[src/rtl/bgd_mul_arb_pkg.sv]
// rtl/bgd_mul_arb_pkg.sv - shared constants and types for the BGD multiplier arbiter
// Purpose: default operand width, requester-id width helper and the tag that
//          travels alongside each operation through the multiplier pipeline.
// Ports:   none (package).
package bgd_mul_arb_pkg;

  localparam int DATA_W_DEF = 15;

  // Widest requester id ever needed (up to 8 requesters).
  localparam int MAX_ID_W = 3;

  function automatic int id_w(input int n_req);
    return (n_req > 1) ? $clog2(n_req) : 1;
  endfunction

  // One entry of the tag pipeline: valid flag plus owning requester.
  typedef struct packed {
    logic                v;
    logic [MAX_ID_W-1:0] id;
  } tag_t;

endpackage

[src/rtl/bgd_rr_arbiter.sv]
// rtl/bgd_rr_arbiter.sv - round-robin grant with registered priority pointer
// Purpose: picks the first valid requester at or after rr_ptr (wrapping) and
//          advances rr_ptr past the winner on enabled grant cycles.
// Ports:   clk, reset      - clock, async active-high reset
//          en              - allow rr_ptr to advance this cycle
//          req_valid       - per-requester request
//          grant           - one-hot grant (combinational)
//          grant_valid     - some requester was granted
//          grant_id        - binary index of the granted requester
module bgd_rr_arbiter
  import bgd_mul_arb_pkg::*;
#(
  parameter int N_REQ = 4,
  parameter int ID_W  = id_w(N_REQ)
) (
  input  logic             clk,
  input  logic             reset,
  input  logic             en,
  input  logic [N_REQ-1:0] req_valid,
  output logic [N_REQ-1:0] grant,
  output logic             grant_valid,
  output logic [ID_W-1:0]  grant_id
);

  logic [ID_W-1:0] rr_ptr;
  logic [ID_W:0]   scan_sum;
  logic [ID_W-1:0] scan_idx;

  // Scan N_REQ positions starting at rr_ptr; the extra sum bit lets the
  // modulo be a single conditional subtract for non-power-of-two N_REQ.
  always_comb begin
    grant_valid = 1'b0;
    grant_id    = '0;
    scan_sum    = '0;
    scan_idx    = '0;
    for (int k = 0; k < N_REQ; k++) begin
      scan_sum = {1'b0, rr_ptr} + (ID_W+1)'(k);
      if (scan_sum >= (ID_W+1)'(N_REQ)) begin
        scan_sum = scan_sum - (ID_W+1)'(N_REQ);
      end
      scan_idx = scan_sum[ID_W-1:0];
      if (!grant_valid && req_valid[scan_idx]) begin
        grant_valid = 1'b1;
        grant_id    = scan_idx;
      end
    end
  end

  assign grant = grant_valid ? (N_REQ'(1) << grant_id) : '0;

  always_ff @(posedge clk or posedge reset) begin
    if (reset) begin
      rr_ptr <= '0;
    end else if (en && grant_valid) begin
      rr_ptr <= (grant_id == ID_W'(N_REQ - 1)) ? '0 : grant_id + 1'b1;
    end
  end

endmodule

[src/rtl/bgd_mul_arbiter.sv]
// rtl/bgd_mul_arbiter.sv - shares one pipelined signed multiplier among N_REQ requesters
// Purpose: round-robin issue of operand pairs into an external MUL_LAT-deep
//          multiplier, tag tracking of ownership, and per-requester result
//          return with pipeline-wide stall through mul_ce.
// Ports:   clk, reset            - clock, async active-high reset
//          req_valid/ready/a/b   - per-requester operand handshake (packed a/b)
//          res_valid/ready, res_p- per-requester result handshake, shared product
//          mul_ce/din0/din1/dout - connection to the external multiplier
//          busy                  - at least one operation in flight
module bgd_mul_arbiter
  import bgd_mul_arb_pkg::*;
#(
  parameter int N_REQ   = 4,
  parameter int DATA_W  = DATA_W_DEF,
  parameter int MUL_LAT = 3
) (
  input  logic                    clk,
  input  logic                    reset,
  input  logic [N_REQ-1:0]        req_valid,
  output logic [N_REQ-1:0]        req_ready,
  input  logic [N_REQ*DATA_W-1:0] req_a,
  input  logic [N_REQ*DATA_W-1:0] req_b,
  output logic [N_REQ-1:0]        res_valid,
  input  logic [N_REQ-1:0]        res_ready,
  output logic [DATA_W-1:0]       res_p,
  output logic                    mul_ce,
  output logic [DATA_W-1:0]       mul_din0,
  output logic [DATA_W-1:0]       mul_din1,
  input  logic [DATA_W-1:0]       mul_dout,
  output logic                    busy
);

  localparam int ID_W = id_w(N_REQ);

  tag_t             tags [MUL_LAT];
  tag_t             out_tag;
  logic             stall;
  logic             issue;
  logic [N_REQ-1:0] grant;
  logic             grant_valid;
  logic [ID_W-1:0]  grant_id;

  bgd_rr_arbiter #(
    .N_REQ (N_REQ),
    .ID_W  (ID_W)
  ) u_rr (
    .clk         (clk),
    .reset       (reset),
    .en          (mul_ce),
    .req_valid   (req_valid),
    .grant       (grant),
    .grant_valid (grant_valid),
    .grant_id    (grant_id)
  );

  assign out_tag = tags[MUL_LAT-1];

  always_comb begin
    res_valid = '0;
    for (int i = 0; i < N_REQ; i++) begin
      if (out_tag.v && out_tag.id == MAX_ID_W'(i)) begin
        res_valid[i] = 1'b1;
      end
    end
  end

  // Only a presented, unaccepted result freezes the pipeline; a bubble at
  // the output never does.
  assign stall  = |(res_valid & ~res_ready);
  assign mul_ce = ~stall;
  assign res_p  = mul_dout;

  // Reset also masks the combinational grant so outputs are quiet during reset.
  assign issue     = grant_valid & mul_ce & ~reset;
  assign req_ready = issue ? grant : '0;

  always_comb begin
    mul_din0 = '0;
    mul_din1 = '0;
    if (issue) begin
      mul_din0 = req_a[int'(grant_id)*DATA_W +: DATA_W];
      mul_din1 = req_b[int'(grant_id)*DATA_W +: DATA_W];
    end
  end

  // Tags shift in lockstep with the multiplier's own ce-enabled registers.
  always_ff @(posedge clk or posedge reset) begin
    if (reset) begin
      for (int s = 0; s < MUL_LAT; s++) begin
        tags[s] <= '0;
      end
    end else if (mul_ce) begin
      tags[0].v  <= issue;
      tags[0].id <= issue ? MAX_ID_W'(grant_id) : '0;
      for (int s = 1; s < MUL_LAT; s++) begin
        tags[s] <= tags[s-1];
      end
    end
  end

  always_comb begin
    busy = 1'b0;
    for (int s = 0; s < MUL_LAT; s++) begin
      busy = busy | tags[s].v;
    end
  end

endmodule

[config.mk]
export PLATFORM = sky130hd
export DESIGN_NAME = bgd_mul_arbiter
export DESIGN_NICKNAME = d
export VERILOG_FILES = /design/src/rtl/bgd_mul_arb_pkg.sv /design/src/rtl/bgd_rr_arbiter.sv /design/src/rtl/bgd_mul_arbiter.sv
export SDC_FILE = /design/constraint.sdc
export NUM_CORES = 1
export LEC_CHECK = 0
export BUFFER_PORTS_ARGS = -buffer_cell sky130_fd_sc_hd__clkbuf_2
export CORE_ASPECT_RATIO = 1.25
export CORE_MARGIN = 2
export CORE_UTILIZATION = 32
export DETAILED_ROUTE_END_ITERATION = 10
export PLACE_DENSITY = 0.87
export SETUP_SLACK_MARGIN = 0.05
export SLEW_MARGIN = 20
export SYNTH_ARGS = -nofsm -noshare
export SYNTH_HDL_FRONTEND = slang
export SYNTH_HIERARCHICAL = 1
export SYNTH_SLANG_ARGS = --single-unit
[constraint.sdc]
create_clock -name clk -period 2.3 [get_ports clk]
set_clock_uncertainty 0.1 [all_clocks]
set_input_delay 0.23 -clock clk [delete_from_list [all_inputs] [get_ports clk]]
set_output_delay 0.23 -clock clk [all_outputs]
set_load 0.1 [all_outputs]
==> results of run 1 <==
[area by class of cell]
class / count / area, um2
multi-input combinational: 116 / 1620
clock inverter: 1 / 5.00
inverter: 5 / 18.8
sequential: 11 / 277
tap: 64 / 80.1
fill: 356 / 1580
clock buffer: 3 / 41.3
timing repair buffer: 202 / 1830
antenna: 1 / 2.50
[sequential cells by signal, summed over array words and instances (netlist names)]
name,flops
out_tag,3
u_rr/rr_ptr,2
tags,6
[path summary, 6_finish.rpt]
kind                                      from        endpoint
worst max-delay path            u_rr/rr_ptr[0]    mul_din0[13]
worst min-delay path                     reset         tags[9]
worst max register to register  u_rr/rr_ptr[0]  u_rr/rr_ptr[1]
worst min register to register         tags[7]      out_tag[3]
max in group asynchronous                reset      out_tag[3]
min in group asynchronous                reset  u_rr/rr_ptr[0]
[worst min-delay path: cells and delay by family]
family                 cells  cell delay, ns
muxes                      1            0.06
buffers and inverters      1            0.10
and+or+nand+nor            2            0.18
[metal layers]
| metal | track usage, % | vias to the layer above | part of all wire, % |
|---|---|---|---|
| met4 | 6.35 | 2 | 1.5 |
| met5 | 0 | - | 0.19 |
| met1 | 22.3 | 1020 | 31 |
| met3 | 7.02 | 14 | 9.9 |
| li1 | - | 943 | - |
| met2 | 45.9 | 119 | 57 |
[what timing repair did]
item,in CTS,in global routing
cloned,4,0
setup endpoints to repair,34,34
hold buffers,1,0
hold endpoints to repair,11,0
pin swaps,7,6
gates resized for setup,22,5
buffers inserted,8,3
[power by group]
part / switching, mW / internal [mW] / leakage, nW
combinational: 2.68 / 2.27 / 1.74
clock: 0.0760 / 0.119 / 0.0255
sequential: 0.0694 / 0.286 / 0.136
[kinds of logic (layout without fill, tap and decap cells)]
group                      after synthesis  count (layout)
and+or+nand+nor                         57              57
muxes                                   39              39
buffers and inverters                   31             211
AOI/OAI and AO/OA                       16              16
DFF                                     11              11
adders and majority gates                4               4
other                                    0               1
[synth_stat cells]
cell type,number,area [um2]
dfrtp_1,11,275
o211a_1,1,10.0
nand2_1,3,11.3
buf_4,15,113
buf_6,5,56.3
a221o_1,1,10.0
or3_1,1,6.26
ha_1,4,50.1
nor2b_2,4,35.0
and2b_1,2,15.0
mux2_2,4,45.0
or4_4,1,11.3
and2_2,2,15.0
mux2i_1,4,40.0
a21boi_0,1,7.51
mux2_4,1,15.0
inv_1,5,18.8
o21a_1,2,15.0
a21oi_1,1,5.00
a31oi_1,1,6.26
o211ai_1,1,7.51
o21ai_0,3,15.0
nand2_4,1,11.3
and2b_2,1,8.76
and3_1,5,31.3
a21o_2,1,8.76
nand2b_1,2,12.5
buf_2,3,15.0
a22oi_2,1,12.5
nor2b_1,31,194
and2_1,4,25.0
clkbuf_1,3,11.3
mux4_2,30,676
o21bai_1,2,15.0
a22o_1,1,8.76
[through the flow]
| stage | util (%) | total power [mW] | cells |
|---|---|---|---|
| finish | 71.1 | 5.50 | 403 |
| global route | 71.0 | 5.70 | 402 |
| CTS | 70.4 | 5.46 | 399 |
| detailed placement | 64.1 | 4.77 | 382 |
| global placement | 64.1 | 4.68 | 382 |
| floorplan | - | 3.58 | 158 |
==> impl_metrics.toml, run 1 <==
[status]
status = "finished with violations"
violations = "negative setup slack"

[timing]
tns_ns = -7.90
hold_ws_ns = 0.274
final_max_slew_viol_count = 0
worst_pin_slew_ns = 0.551
hold_violations = 0
max_freq_ghz = 0.386
fin_ws_ns = -0.289
finalCritPeriodShare_pct = 113
finalSetupViolations = 32
slew_headroom_pct = 63.4
rsz0062_at_grt = "true"
fin_crit_ns = 2.59

[critical_path]
slowest_stage = "mux4_2"
cp.required_ns = 1.97
critical_path_arrival_ns = 2.26
critical-path-top-delay-family = "multiplexers"
cp.depth = 8
crit_fanout = 8
startpoint_type = "register"
path_cells = "nor2b_1, o21ai_1, o211a_4, buf_12, buf_16, mux4_2, nor2b_4, buf_12"
critPathMaxStageDelay_ns = 0.51
critical_path_class = "register to output port"
worst_r2r_path_depth = 8
end_kind = "output port"
worstPathBufferInverterCount = 3
rrSetupSlack_ns = 0.35
cp_common_cell = "buf_12"

[yosys]
synthXorXnorAreaFrac_pct = 0
synth_compound_area_share_pct = 6.69
synthMuxAreaShare_pct = 42.8
synth_area_per_cell_um2 = 11.5
ys_ff_latch = 11
yosysSeqAreaShare_pct = 15.2
synthesis.area_mm2 = 0.00181
ys_types = 35
synthCells = 158
yosys.area_share.simple_pct = 20.8
synth_nets = 307
synth-adder-area-share_pct = 2.76
ys.warnings.count = 6
synth_top_family_by_area = "multiplexers"

[finish]
stdcell_area_mm2 = 0.00387
mostFrequentLayoutCells = "clkbuf_2, buf_12, mux4_2, nor2b_4, buf_4"
area_delta_synth_final_pct = 113
final_common_cell = "clkbuf_2"
drive_gt1_share_pct = 86.4
nNetsFinal = 488

[clocking]
cts_tree = "done"
clkSinkCount = 11
cts_htree_levels = 1
clk_latency_ns = 0.24
cts_made_buffers = 3
root_buffer = "clkbuf_8"
clk_path_buf_depth = 2
path_clk_slew_ns = 0.05

[routing]
postRouteAntennaNets = 0
routed_wl_um = 7530
drt-initial-drc-count = 66
wl_per_cell_um = 18.7
drc = 0
dr_total_vias = 2098
routed_via_density = 5.21
drtPass1Iterations = 6

[placement]
placement.io_buffers = 169
pre_cts_ws_ns = -0.120
routabilityCongestion = 0.780
dp_hpwl_um = 5920
postPlaceCellArea_mm2 = 0.00349

[power_and_ir_drop]
vdd_drop_max_uv = 887
power_density_mw_per_mm2 = 1420
power.leakage_nw = 1.90

[floorplanning]
chipHeight_um = 88.2
ios = 200
core_area_mm2 = 0.00544
die_area_mm2 = 0.00629
die_w_um = 71.3
start_util_pct = 33.3
rows = 30

[global_route]
overflow = 0
grt_pass1_wl_um = 11000
grt_usage_pct = 22.9
grt_max_degree = 16
antenna_found_initial = 2
grt_pass1_vias = 2224

[flow_run]
cap_violations = 0

[min_path]
hold_class = "primary input to register"
hold_depth = 4
No activity file was read; power rests on OpenSTA's default activity.
==> run 2: changes to the inputs <==
--- a/config.mk
+++ b/config.mk
@@ -10,7 +10,7 @@
 export CORE_MARGIN = 2
 export CORE_UTILIZATION = 32
 export DETAILED_ROUTE_END_ITERATION = 10
-export PLACE_DENSITY = 0.87
+export PLACE_DENSITY = 0.75
 export SETUP_SLACK_MARGIN = 0.05
 export SLEW_MARGIN = 20
 export SYNTH_ARGS = -nofsm -noshare
==> run 2 against run 1 <==
  * Setup slack improved by 0.13 ns
  * Highest routed layer is now met4
  * Combinational power fell by 6.1%
  * First-iteration DRC count fell by 44%
  * Critical path type unchanged
  * Via count fell by 4.2%
  * Power fell by 5.4%
  * Die area did not move
  * Critical path depth fell by 1
  * Clock power barely moved
  * Sequential power barely moved
  * The flow still finishes with violations (negative setup slack)
==> impl_metrics.toml, run 2 (same netlist as run 1, synthesis figures left out) <==
[clocking]
path_clk_slew_ns = 0.05
clk_latency_ns = 0.24
cts_htree_levels = 1
cts_made_buffers = 3
cts_tree = "done"
root_buffer = "clkbuf_8"
clk_path_buf_depth = 2
clkSinkCount = 11

[timing]
fin_ws_ns = -0.154
finalCritPeriodShare_pct = 107
fin_crit_ns = 2.45
worst_pin_slew_ns = 0.540
max_freq_ghz = 0.407
rsz0062_at_grt = "true"
finalSetupViolations = 33
slew_headroom_pct = 64.2
final_max_slew_viol_count = 0
hold_violations = 0

[routing]
routed_via_density = 5.13
wl_per_cell_um = 18.0
postRouteAntennaNets = 0
dr_total_vias = 2009
drc = 0
drtPass1Iterations = 4
drt-initial-drc-count = 37
routed_wl_um = 7070

[global_route]
grt_pass1_vias = 2194
overflow = 0
grt_pass1_wl_um = 10500
grt_usage_pct = 21.4
grt_max_degree = 15
antenna_found_initial = 0

[finish]
diodes = 0
final_common_cell = "clkbuf_2"
nNetsFinal = 478
stdcell_area_mm2 = 0.00370
area_delta_synth_final_pct = 104
drive_gt1_share_pct = 85.4
largest_register = "tags"
largest_register_ffs = 6
mostFrequentLayoutCells = "clkbuf_2, buf_12, mux4_2, nor2b_4"
stdcell_count = 392

[placement]
postPlaceCellArea_mm2 = 0.00347
placement.io_buffers = 169
pre_cts_ws_ns = -0.208
dp_hpwl_um = 5880
dp_cells = 381
routabilityCongestion = 0.821

[status]
status = "finished with violations"
violations = "negative setup slack"

[critical_path]
critical_path_class = "register to output port"
startpoint_type = "register"
slowest_stage = "mux4_2"
critical-path-top-delay-family = "multiplexers"
end_kind = "output port"
crit_fanout = 11
critPathMaxStageDelay_ns = 0.51
worstPathBufferInverterCount = 2
cp_common_cell = "buf_12"
critical_path_arrival_ns = 2.12
path_cells = "nor2b_1, o21ai_2, o211a_4, buf_12, mux4_2, nor2b_4, buf_12"
cp.required_ns = 1.97

[power_and_ir_drop]
power_density_mw_per_mm2 = 1410
power.leakage_nw = 1.82
fin_total_pwr_mw = 5.20
vdd_drop_max_uv = 992

[floorplanning]
die_w_um = 71.3
ios = 200
die_area_mm2 = 0.00629
rows = 30
chipHeight_um = 88.2
start_util_pct = 33.3
core_area_mm2 = 0.00544

[min_path]
hold_class = "primary input to register"

[flow_run]
cap_violations = 0
==> run 2: cell count changes in the layout (fill, tap and decap cells not counted), moves of 2 or more <==
| cell | previous run | this run |
|---|---|---|
| buf_6 | 1 | 3 |
| ha_1 | 1 | 3 |
| ha_4 | 2 | 0 |
| buf_16 | 4 | 1 |
| buf_4 | 18 | 11 |
==> run 2: timing repair <==
item,in CTS,in global routing
gates resized for setup,19,5
setup endpoints to repair,34,34
pin swaps,5,1
setup buffers,4,1
endpoints found under the hold margin,11,0
hold buffers,1,0
cloned,3,0
==> run 2: tightest hold or removal path: cells and delay by family <==
kind                   cells  cell delay (ns)
and+or+nand+nor            2             0.19
muxes                      1             0.06
buffers and inverters      1             0.11
==> run 2: power by group <==
group	internal (mW)	leakage, nW	switching [mW]	total, mW
sequential	0.284	0.137	0.0732	0.357
combinational	2.07	1.66	2.58	4.65
clock	0.119	0.0255	0.0741	0.193
==> run 2: per-layer routing <==
layer / global-route usage, % / routed length (um) / vias to the layer above
met1: 21.0 / 2160 / 967
li1: - / - / 924
met2: 44.6 / 4170 / 103
met5: 0 / 0 / -
met4: 3.26 / 106 / 0
met3: 5.52 / 626 / 15
==> run 2: path summary, 6_finish.rpt <==
check                                    start             end  slack, ns  cells past startpoint
worst max register to register  u_rr/rr_ptr[1]  u_rr/rr_ptr[1]       0.34                      7
worst min-delay path                     reset         tags[8]       0.30                      4
worst min register to register         tags[7]      out_tag[3]       0.40                      1
min in group asynchronous                reset  u_rr/rr_ptr[1]       0.35                      3
max in group asynchronous                reset      out_tag[3]       1.41                      3
worst max-delay path            u_rr/rr_ptr[0]     mul_din1[8]      -0.15                      7
==> run 2: metrics by stage <==
| stage | util, % | setup TNS [ns] | hold WS (ns) |
|---|---|---|---|
| 5_1_grt | 67.9 | -6.91 | 0.335 |
| 2_1_floorplan | - | 0 | -0.129 |
| 4_1_cts | 67.5 | -5.79 | 0.289 |
| 6_report | 67.9 | -4.41 | 0.300 |
| 3_3_place_gp | 63.8 | -4.42 | 0.0181 |
| 3_5_place_dp | 63.8 | -5.43 | 0.0286 |
==> run 2: layout make-up <==
| type | instances | area [um2] |
|---|---|---|
| Inverter | 5 | 18.8 |
| Sequential cell | 11 | 275 |
| Clock inverter | 1 | 5.00 |
| Multi-Input combinational cell | 116 | 1600 |
| Timing Repair Buffer | 192 | 1680 |
| Clock buffer | 3 | 41.3 |
| Tap cell | 64 | 80.1 |
| Fill cell | 402 | 1750 |
